<file path="config.mk">
export PLATFORM = sky130hd
export DESIGN_NAME = sdram_refresh_scheduler
export DESIGN_NICKNAME = d
export VERILOG_FILES = /design/src/rtl/sdram_refresh_scheduler.sv
export SDC_FILE = /design/constraint.sdc
export NUM_CORES = 1
export LEC_CHECK = 0
export BUFFER_PORTS_ARGS = -buffer_cell sky130_fd_sc_hd__buf_2
export CORE_MARGIN = 5
export CORE_UTILIZATION = 57
export DETAILED_ROUTE_END_ITERATION = 7
export PLACE_DENSITY = 0.77
export SETUP_SLACK_MARGIN = 0.02
export SLEW_MARGIN = 20
export SYNTH_ARGS = -nofsm -noshare
export SYNTH_HDL_FRONTEND = slang
export SYNTH_SLANG_ARGS = --single-unit
</file>
<file path="constraint.sdc">
create_clock -name clk -period 2.8 [get_ports clk]
set_input_delay 0.14 -clock clk [delete_from_list [all_inputs] [get_ports clk]]
set_output_delay 0.14 -clock clk [all_outputs]
set_load 0.05 [all_outputs]
</file>
<file path="src/rtl/sdram_refresh_scheduler.sv">
// -----------------------------------------------------------------------------
// sdram_refresh_scheduler
//   Paces SDRAM auto-refresh. A free-running interval counter produces one tick
//   every REFI_CYCLES clocks. Each tick adds one owed refresh ("debt"), and each
//   acknowledged AUTO REFRESH removes one. Refresh is requested lazily while the
//   controller is idle, and forced (urgent) once debt reaches URGENT_TH.
//
// Ports
//   clk           in   1       system clock, rising edge
//   rst_n         in   1       asynchronous active-low reset
//   init_done     in   1       SDRAM init complete; scheduler runs only while high
//   ctrl_idle     in   1       controller has no pending access; lazy refresh ok
//   ref_ack       in   1       1-cycle pulse: controller issued one AUTO REFRESH
//   err_clr       in   1       clears overflow_err
//   ref_req       out  1       refresh requested
//   ref_urgent    out  1       debt >= URGENT_TH; refresh before next access
//   debt          out  DEBT_W  owed refreshes (registered)
//   overflow_err  out  1       sticky: interval elapsed while debt == MAX_DEBT
// -----------------------------------------------------------------------------
module sdram_refresh_scheduler #(
  parameter int REFI_CYCLES = 780,
  parameter int CNT_W       = 16,
  parameter int URGENT_TH   = 4,
  parameter int MAX_DEBT    = 8,
  parameter int DEBT_W      = 4
) (
  input  logic              clk,
  input  logic              rst_n,
  input  logic              init_done,
  input  logic              ctrl_idle,
  input  logic              ref_ack,
  input  logic              err_clr,
  output logic              ref_req,
  output logic              ref_urgent,
  output logic [DEBT_W-1:0] debt,
  output logic              overflow_err
);

  typedef enum logic [1:0] {
    IDLE = 2'd0,
    PEND = 2'd1,
    URG  = 2'd2
  } state_t;

  localparam logic [CNT_W-1:0]  CNT_LAST = CNT_W'(REFI_CYCLES - 1);
  localparam logic [DEBT_W-1:0] DEBT_MAX = DEBT_W'(MAX_DEBT);
  localparam logic [DEBT_W-1:0] DEBT_URG = DEBT_W'(URGENT_TH);

  logic [CNT_W-1:0]  cnt;
  state_t            state;
  state_t            state_nxt;
  logic [DEBT_W-1:0] debt_nxt;
  logic              tick;
  logic              ack_v;
  logic              ovf_set;

  // Gating tick with init_done keeps a stale terminal count from touching
  // overflow_err while the scheduler is held off.
  assign tick    = init_done & (cnt == CNT_LAST);
  // An ack with nothing owed is dropped so debt can never underflow.
  assign ack_v   = ref_ack & (debt != '0);
  // A tick at saturation means one refresh interval was lost.
  assign ovf_set = tick & (debt == DEBT_MAX);

  always_comb begin
    debt_nxt = debt;
    if (!init_done) begin
      debt_nxt = '0;
    end else if (tick && !ack_v) begin
      debt_nxt = (debt == DEBT_MAX) ? debt : debt + 1'b1;
    end else if (!tick && ack_v) begin
      debt_nxt = debt - 1'b1;
    end
  end

  // State tracks the debt value being registered this edge, so the request
  // outputs line up with the debt output with no extra latency.
  always_comb begin
    state_nxt = PEND;
    if (debt_nxt == '0) begin
      state_nxt = IDLE;
    end else if (debt_nxt >= DEBT_URG) begin
      state_nxt = URG;
    end
  end

  always_ff @(posedge clk or negedge rst_n) begin
    if (!rst_n) begin
      cnt          <= '0;
      debt         <= '0;
      state        <= IDLE;
      overflow_err <= 1'b0;
    end else begin
      cnt          <= (!init_done || tick) ? '0 : cnt + 1'b1;
      debt         <= debt_nxt;
      state        <= state_nxt;
      // Set has priority over a coincident clear.
      overflow_err <= ovf_set | (overflow_err & ~err_clr);
    end
  end

  assign ref_urgent = (state == URG);
  assign ref_req    = (state == URG) | ((state == PEND) & ctrl_idle);

endmodule
</file>
==> key figures, run 1 <==
Run status
  – Outcome: finished clean

Synth
  – #FFs+latches synth: 23
  – Yosys warns: 0
  – Sequential share of the synthesized area: 44.02%
  – Post-synth EDFFs: 0
  – Synth top cells by count: 23 x dfrtp_1, 20 x nor2_1, 11 x nand2_1, 9 x xor2_1, 7 x xnor2_1
  – Ys async rst share: 100.0%
  – Top area cells in the synthesized netlist: dfrtp_1 44%, xor2_1 6.0%, nor2_1 5.7%
  – Synthesized area per cell: 9.757 sq um
  – Area leader, netlist: dfrtp_1
  – Mapped Nets: 143
  – Dominant synthesized flop cell: dfrtp_1
  – Synth top area share: 44.02%
  – Area of the mapped netlist: 0.001308 sq mm
  – Cell variety after synth: 38
  – Most frequent cell after synthesis: dfrtp_1
  – Cell count after synthesis: 134

STA
  – Fin crit share: 86.90%
  – TNS Setup: 0 ns
  – Final setup violation count: 0
  – Final Hold Fails: 0
  – Slew HR: 65.76%
  – Clock skew: 0.003656 ns
  – Final slew viol count: 0
  – FMAX: 411.0 MHz
  – Worst-margin pin slew: 0.5137 ns
  – RSZ-0062 raised after global routing: no
  – Min Tclk post-route: 2.433 ns

Floorplanning
  – Initial core utilization: 59.68%
  – I/O pin count: 13
  – Die span in y: 57.90 microns
  – Row count: 17
  – Core ar.: 0.002191 sq mm
  – Die Wd: 57.90 microns
  – Die ar.: 0.003352 sq mm

Clocking
  – Postcts setup bufs: 0
  – Clk buf depth: 2
  – Clk_lat worst skew: 0.31 ns
  – # resized after CTS: 0
  – CTS tree: yes
  – Clock Sinks: 23
  – Clock Pin Slew Worst Setup and Hold Paths: 0.13 ns
  – Cts bufs inserted: 3
  – CTS Root Cell: clkbuf_4
  – H-tree levels: 1

Cells and area
  – Total Nets Final: 157
  – Share of cells above drive strength 1: 16.33%
  – Area taken by multi-input logic gates: 694.4 sq um
  – Final Util: 64.71%
  – Ant. Diodes: 0
  – Fillcell total: 192
  – Non-filler cells, final: 175
  – Register area: 575.6 sq um
  – Area grow syn2layout: 8.421%

Min path
  – WHS Path Cells: 3
  – Class of the worst hold path: in -> reg

Detailed routing
  – DR pass1 iterations: 4
  – Drt via density: 5.766
  – DR iter-0 viols: 29
  – DRC errors left: 0
  – Wire per inst: 14.27 microns
  – Vias: 1009
  – Final WL: 2.497 mm
  – Routed Antenna Nets: 0

GRT
  – Number of global-route vias before repair: 1062
  – Initial antenna violation count: 0
  – Total gr overflow: 0
  – First-pass GRT wire length: 4.650 mm
  – Largest net degree at the start of global routing: 24
  – Gr usage total: 17.54%

Placed design
  – Number of instances in the placed design: 170
  – Gpl congestion: 0.8777
  – Number of port buffers: 12
  – Detailed Place HPWL: 1.823 mm

Critical path
  – Crit path DAT: 2.69 ns
  – Crit-path slowest cell: or4_4
  – Crit end category: flop
  – Crit Path Class: reg -> reg
  – Crit path cell chain: or4bb_1, or4_4, mux2i_4, xnor2_1, o32ai_2, o21ba_1
  – Crit-path max cell delay: 0.63 ns
  – Crit path max fanout: 7
  – Worst Reg-to-Reg Cells: 6
  – CP Launch Type: flop
  – Worst EP required: 3.06 ns

Run
  – Max Cap Viol: 0

Pwr
  – Power per cell area: 746.9 mW/mm^2
  – VDD IR max: 0.3979 mV
  – Power consumption: 1059 uW
  – Leak: 0.0006543 uW
-- registers in the layout (all words and copies together), names as in the netlist --
name,count
cnt,16
overflow_err,1
state,2
debt,4
-- path summary, 6_finish.rpt --
kind / from / end / slack (ns)
max: cnt[12] / state[0] / 0.37
min: err_clr / overflow_err / 0.09
max reg2reg: cnt[12] / state[0] / 0.37
min reg2reg: cnt[0] / cnt[0] / 0.53
max in group asynchronous: rst_n / overflow_err / 2.13
min in group asynchronous: rst_n / cnt[2] / 0.32
-- cell families after synthesis --
| group | synth area share (%) |
|---|---|
| compound gates | 7.081 |
| xor+xnor | 10.72 |
| fa+ha+maj | 2.871 |
| buf+inv | 2.870 |
| flops | 44.02 |
| mux | 3.254 |
| simple gates | 29.19 |
-- final cells by class --
type / instances / share of cell area, %
repair buffers: 13 / 4.943
well taps: 28 / 2.471
inverters: 4 / 1.059
multi-input cells: 103 / 48.98
clock inverters: 1 / 0.3530
flip-flops and latches: 23 / 40.60
clock buffers: 3 / 1.589
-- power by group --
group	switching [uW]	internal, uW	total (uW)
Sequential	52.2	370	422
Combinational	303	181	484
Clock	99.1	53.3	152
-- per-layer routing --
layer / vias to the layer above / share of wire [%] / global-route usage [%]
met4: 0 / 2.2 / 7.285
met3: 9 / 4.6 / 2.895
li1: 496 / - / -
met1: 481 / 43 / 21.41
met2: 23 / 50 / 30.48
met5: - / 0 / 0
-- placed cells by master, fill, tap and decap left out, drive strengths merged, types with 2 or more instances in the layout --
master,count
inv,4
dfrtp,23
ha,3
buf,12
nor3,5
a211oi,2
a21oi,3
mux2i,3
nand4,4
or4,3
nand4b,2
nand3,6
clkbuf,3
xor2,9
o31ai,2
nand2b,2
xnor2,7
nand2,11
nor2,20
and3,5
-- worst max-delay path, delay by kind of cell (launching register included) --
kind                      cells  cell delay [ns]
and+or+nand+nor               2             1.17
DFF                           1             0.45
AOI/OAI and AO/OA             2             0.34
muxes                         1             0.22
xor gates and xnor gates      1             0.20
-- repair_timing --
action / 4_1_cts / 5_1_grt
hold buffers: 1 / 0
setup endpoints to repair: 0 / 0
hold endpoints to repair: 23 / 0
-- per-stage QoR --
stage	instance area [sq um]	setup WS [ns]	hold WS, ns
floorplan	1308	0.4443	-0.1556
global placement	1380	0.4399	0.1265
detailed placement	1380	0.3815	0.1378
CTS	1418	0.3633	0.08767
global route	1418	0.2255	0.1107
finish	1418	0.3668	0.09400
No activity file was read; power rests on OpenSTA's default activity.
==> run 2, diff against run 1 <==
--- a/config.mk
+++ b/config.mk
@@ -5,7 +5,7 @@
 export SDC_FILE = /design/constraint.sdc
 export NUM_CORES = 1
 export LEC_CHECK = 0
-export BUFFER_PORTS_ARGS = -buffer_cell sky130_fd_sc_hd__buf_2
+export BUFFER_PORTS_ARGS = -buffer_cell sky130_fd_sc_hd__buf_4
 export CORE_MARGIN = 5
 export CORE_UTILIZATION = 57
 export DETAILED_ROUTE_END_ITERATION = 7
==> run 2 against run 1 <==
Core utilization is 1.3 points higher. Via count fell by 1.7%. Combinational power grew 5.2%. Fmax is essentially flat. Register-to-register slack about the same. Global-route usage decreased by 1.7 points. Largest power group unchanged. Highest routed layer unchanged.
==> key figures, run 2 (synthesized netlist as in run 1, its figures left out) <==
Cells and area
  – Fillcell total: 188 (-2.1%)
  – Max reg flops: 16 (unchanged)
  – Ant. Diodes: 0 (unchanged)
  – Area grow syn2layout: 10.62%
  – Total Nets Final: 157 (unchanged)
  – Commonest cells after routing, fill and taps aside: 23 x dfrtp_1, 20 x nor2_1, 12 x buf_4
  – Share of cells above drive strength 1: 15.65% (-0.68 points)
  – Biggest regs: cnt: 16 flops, debt: 4 flops, state: 2 flops
  – Biggest register: cnt
  – Commonest non-fill, non-tap cell in the layout: dfrtp_1

Floorplanning
  – I/O pin count: 13 (unchanged)
  – Initial core utilization: 59.68% (unchanged)
  – Die span in y: 57.90 microns (unchanged)
  – Core ar.: 0.002191 sq mm (unchanged)
  – Die ar.: 0.003352 sq mm (unchanged)
  – Row count: 17 (unchanged)
  – Die Wd: 57.90 microns (unchanged)

Clocking
  – CTS Root Cell: clkbuf_4
  – Clk_lat worst skew: 0.31 ns (about the same)
  – H-tree levels: 1 (unchanged)
  – # resized after CTS: 0 (unchanged)
  – Clock Sinks: 23 (unchanged)
  – CTS tree: yes
  – Cts bufs inserted: 3 (unchanged)
  – Postcts setup bufs: 0 (unchanged)
  – Hold buffers post-CTS: 1 (unchanged)
  – Clk buf depth: 2 (unchanged)
  – Clock Pin Slew Worst Setup and Hold Paths: 0.12 ns (about the same)

STA
  – FMAX: 411.1 MHz (about the same)
  – Fin crit share: 86.88% (about the same)
  – Final slew viol count: 0 (unchanged)
  – Clock skew: 0.006377 ns (+0.002721 ns)
  – Final setup violation count: 0 (unchanged)
  – Worst-margin pin slew: 0.4962 ns (-0.01744 ns)
  – Min Tclk post-route: 2.433 ns (-0.0005790 ns)
  – Final Hold Fails: 0 (unchanged)
  – Slew HR: 66.84% (+1.1 points)
  – TNS Setup: 0 ns (unchanged)
  – RSZ-0062 raised after global routing: no

Placed design
  – Number of port buffers: 12 (unchanged)
  – Detailed Place HPWL: 1.729 mm (-5.1%)
  – Gpl congestion: 0.8609 (-1.9%)

Detailed routing
  – Final WL: 2.390 mm (-4.3%)
  – DR pass1 iterations: 4 (unchanged)
  – DR iter-0 viols: 27 (-6.9%)
  – Vias: 992 (-1.7%)
  – Wire per inst: 13.66 microns (-4.3%)
  – Routed Antenna Nets: 0 (unchanged)
  – DRC errors left: 0 (unchanged)
  – Drt via density: 5.669 (-1.7%)

GRT
  – Initial antenna violation count: 0 (unchanged)
  – First-pass GRT wire length: 4.195 mm (-9.8%)
  – Number of global-route vias before repair: 983 (-7.4%)
  – Gr usage total: 15.80% (-1.7 points)
  – Total gr overflow: 0 (unchanged)
  – Largest net degree at the start of global routing: 24 (unchanged)

Min path
  – Worst Hold Launch: err_clr
  – Worst Hold End: overflow_err
  – Class of the worst hold path: in -> reg
  – WHS Path Cells: 3 (unchanged)

Critical path
  – Crit Path Class: reg -> reg
  – Crit path max fanout: 7 (unchanged)
  – Crit path DAT: 2.69 ns (about the same)
  – Worst Reg-to-Reg Cells: 6 (unchanged)
  – Crit end category: flop
  – Reg2Reg Setup Slack: 0.37 ns (about the same)
  – CP Launch Type: flop
  – Reg2reg end: state[0]
  – Worst EP required: 3.06 ns (about the same)
  – Critical R2R Launch: cnt[6]

Run status
  – Outcome: finished clean

Pwr
  – Power per cell area: 747.8 mW/mm^2 (+0.13%)
  – VDD IR max: 0.5164 mV (+30%)
  – Power consumption: 1082 uW (+2.2%)
  – Leak: 0.0006569 uW (+0.40%)

Run
  – Max Cap Viol: 0 (unchanged)
==> run 2: cell types whose count changed in the layout (fill, tap and decap cells not counted), sizes merged <==
cell	before	now
clkbuf	3	4
clkinv	1	0
==> run 2: layer usage <==
metal	GRT usage, %	routed length, microns
met1	19.83	1082
met2	25.97	1172
met3	4.454	106
met4	5.629	28
met5	0	0
==> run 2: report_power, final <==
| group | total [uW] | leakage (uW) | switching [uW] | internal (uW) |
|---|---|---|---|---|
| clock network | 149 | 0.0000150 | 93.8 | 55.7 |
| registers | 424 | 0.000315 | 53.9 | 370 |
| logic | 509 | 0.000327 | 306 | 203 |
==> run 2: final cells by class <==
type	instances	area [sq um]	share of cell area, %
multi-input combinational	103	694.4	48.01
sequential	23	575.6	39.79
timing repair buffer	13	100.1	6.920
tap	28	35.03	2.422
clock buffer	4	26.28	1.817
inverter	4	15.01	1.038
==> run 2: worst max-delay path: stages, from the launching register on <==
cell and delay, ns:
dfrtp_1 0.45, or4_4 0.55, or4_4 0.60, mux2i_4 0.22, xnor2_1 0.21, o32ai_2 0.13
o21ba_1 0.23
==> run 2: worst max-delay path by stage <==
stage                       start  endpoint  slack [ns]  depth (start not counted)
after floorplan            cnt[7]  state[0]        0.44                          7
after global placement     cnt[7]  state[0]        0.44                          6
after detailed placement   cnt[7]  state[0]        0.39                          6
after CTS                 cnt[12]  state[0]        0.36                          6
after global routing      cnt[12]  state[0]        0.22                          6
final                      cnt[6]  state[0]        0.37                          6
==> run 2: per-stage QoR <==
stage / setup slack [ns] / hold WS, ns / util (%) / std cells / cell area [sq um]
4_1_cts: 0.3620 / 0.09752 / 66.02 / 175 / 1446
3_3_place_gp: 0.4410 / 0.04188 / 64.36 / 170 / 1410
6_report: 0.3673 / 0.1049 / 66.02 / 175 / 1446
2_1_floorplan: 0.4443 / -0.1556 / - / 134 / 1308
3_5_place_dp: 0.3920 / 0.04584 / 64.36 / 170 / 1410
5_1_grt: 0.2226 / 0.1021 / 66.02 / 175 / 1446
==> run 3, diff against run 2 <==
--- a/config.mk
+++ b/config.mk
@@ -7,9 +7,10 @@
 export LEC_CHECK = 0
 export BUFFER_PORTS_ARGS = -buffer_cell sky130_fd_sc_hd__buf_4
 export CORE_MARGIN = 5
-export CORE_UTILIZATION = 57
+export CORE_UTILIZATION = 60
+export CTS_BUF_LIST = sky130_fd_sc_hd__clkbuf_4 sky130_fd_sc_hd__clkbuf_8
 export DETAILED_ROUTE_END_ITERATION = 7
-export PLACE_DENSITY = 0.77
+export PLACE_DENSITY = 0.81
 export SETUP_SLACK_MARGIN = 0.02
 export SLEW_MARGIN = 20
 export SYNTH_ARGS = -nofsm -noshare
==> run 3 against run 2 <==
Setup slack lost 0.038 ns. First-iteration DRC count up 70%. Global-route usage increased by 1.3 points. Register-to-register slack worse by 0.04 ns. Fmax fell by 1.5%. Sequential power is essentially flat. Power up 1.6%. Wire length increased by 6.9%. Combinational power increased by 2%. Clock skew is 0.00063 ns lower. Die area decreased by 4.2%. Critical path type unchanged. Critical endpoint unchanged. Largest power group unchanged.
==> key figures, run 3 (synthesized netlist as in run 1, its figures left out) <==
Run status
  – Outcome: finished clean

STA
  – Fin crit share: 88.24% (+1.4 points)
  – FMAX: 404.8 MHz (-1.5%)
  – Clock skew: 0.005744 ns (-0.0006322 ns)
  – Worst-margin pin slew: 0.4819 ns (-0.01431 ns)
  – Min Tclk post-route: 2.471 ns (+0.03799 ns)
  – Final Hold Fails: 0 (unchanged)
  – Slew HR: 67.68% (+0.84 points)
  – RSZ-0062 raised after global routing: no
  – Final setup violation count: 0 (unchanged)
  – Final slew viol count: 0 (unchanged)
  – TNS Setup: 0 ns (unchanged)

Floorplanning
  – Die ar.: 0.003213 sq mm (-4.2%)
  – Die span in y: 56.68 microns (-2.1%)
  – Die Wd: 56.68 microns (-2.1%)
  – Initial core utilization: 60.86% (+1.2 points)
  – I/O pin count: 13 (unchanged)
  – Row count: 17 (unchanged)
  – Core ar.: 0.002148 sq mm (-1.9%)

GRT
  – Total gr overflow: 0 (unchanged)
  – Number of global-route vias before repair: 968 (-1.5%)
  – Initial antenna violation count: 0 (unchanged)
  – Largest net degree at the start of global routing: 24 (unchanged)
  – Gr usage total: 17.11% (+1.3 points)
  – First-pass GRT wire length: 4.402 mm (+4.9%)

Clocking
  – Postcts setup bufs: 0 (unchanged)
  – CTS Root Cell: clkbuf_4
  – Cts bufs inserted: 3 (unchanged)
  – CTS tree: yes
  – Clk buf depth: 2 (unchanged)
  – Hold buffers post-CTS: 1 (unchanged)
  – Clock Pin Slew Worst Setup and Hold Paths: 0.13 ns (about the same)
  – Clk_lat worst skew: 0.31 ns (about the same)
  – H-tree levels: 1 (unchanged)
  – Clock Sinks: 23 (unchanged)
  – # resized after CTS: 0 (unchanged)

Placed design
  – Gpl congestion: 0.8620 (+0.13%)
  – Number of port buffers: 12 (unchanged)
  – Placed Area: 0.001410 sq mm (unchanged)
  – Detailed Place HPWL: 1.904 mm (+10%)

Cells and area
  – Fillcell total: 168 (-11%)
  – Total Nets Final: 157 (unchanged)
  – Area grow syn2layout: 10.72% (about the same)
  – Share of cells above drive strength 1: 16.33% (+0.68 points)
  – Design area: 0.001448 sq mm (about the same)
  – Biggest register: cnt
  – Commonest non-fill, non-tap cell in the layout: dfrtp_1
  – Ant. Diodes: 0 (unchanged)
  – Max reg flops: 16 (unchanged)
  – Commonest cells after routing, fill and taps aside: 23 x dfrtp_1, 20 x nor2_1, 12 x buf_4
  – Biggest regs: cnt: 16 flops, debt: 4 flops, state: 2 flops

Critical path
  – CP Launch Type: flop
  – Crit end category: flop
  – Crit path cell chain: or4bb_1, or4_4, o21ai_0, o32ai_2, o21ba_1
  – Crit path launch: cnt[12]
  – Crit path max fanout: 7 (unchanged)
  – Crit-path max cell delay: 0.63 ns (+0.03 ns)
  – Worst EP required: 3.06 ns (about the same)
  – Critical R2R Launch: cnt[12]
  – Crit-path slowest cell: or4_4
  – Crit path DAT: 2.73 ns (+0.04 ns)
  – Crit Path Class: reg -> reg

Pwr
  – Leak: 0.0006596 uW (+0.42%)
  – VDD IR max: 0.3714 mV (-28%)
  – Power consumption: 1099 uW (+1.6%)
  – Power per cell area: 758.8 mW/mm^2 (+1.5%)

Detailed routing
  – Vias: 1012 (+2.0%)
  – DRC errors left: 0 (unchanged)
  – Routed Antenna Nets: 0 (unchanged)
  – DR iter-0 viols: 46 (+70%)
  – Wire per inst: 14.60 microns (+6.9%)
  – Final WL: 2.555 mm (+6.9%)
  – Drt via density: 5.783 (+2.0%)
  – DR pass1 iterations: 4 (unchanged)

Run
  – Max Cap Viol: 0 (unchanged)

Min path
  – Worst Hold Launch: err_clr
  – Class of the worst hold path: in -> reg
## run 3: changes by cell type in the layout (fill, tap and decap cells not counted)
| cell | delta |
|---|---|
| clkbuf_1 | -1 |
| clkinv_2 | +1 |
## run 3: report_power, final
group	switching [uW]	internal [uW]
Sequential	54.3	370
Clock	101	53.4
Combinational	317	203
Total	472	626
## run 3: cell type report
| class | instances | area (sq um) | share of cell area [%] |
|---|---|---|---|
| repair buffers | 13 | 100.1 | 6.914 |
| multi-input cells | 103 | 694.4 | 47.97 |
| well taps | 28 | 35.03 | 2.420 |
| clock inverters | 1 | 5.005 | 0.3457 |
| flip-flops and latches | 23 | 575.6 | 39.76 |
| clock buffers | 3 | 22.52 | 1.556 |
| inverters | 4 | 15.01 | 1.037 |
## run 3: critical path, delay by kind of cell (launching register included)
family,cells,cell delay (ns)
compound gates,3,0.80
flops,1,0.45
simple gates,2,1.17
## run 3: stage by stage
| stage | utilization, % | hold slack [ns] | setup slack [ns] | std cells |
|---|---|---|---|---|
| floorplan | - | -0.1556 | 0.4443 | 134 |
| global placement | 65.64 | 0.04238 | 0.4430 | 170 |
| detailed placement | 65.64 | 0.04820 | 0.3602 | 170 |
| CTS | 67.38 | 0.06982 | 0.3257 | 175 |
| global route | 67.38 | 0.08966 | 0.1799 | 175 |
| finish | 67.38 | 0.08666 | 0.3293 | 175 |
## run 3: metal layers
layer	global-route usage [%]	routed length, microns
met5	0	0
met4	5.763	23
met3	2.529	86
met2	28.55	1360
met1	22.48	1085
## run 3: worst paths after layout
kind	endpoint	slack (ns)	cells past startpoint
max in group asynchronous	overflow_err	2.34	2
min reg2reg	cnt[0]	0.52	1
min in group asynchronous	cnt[6]	0.24	2
max	state[0]	0.33	5
min	overflow_err	0.09	3
max reg2reg	state[0]	0.33	5
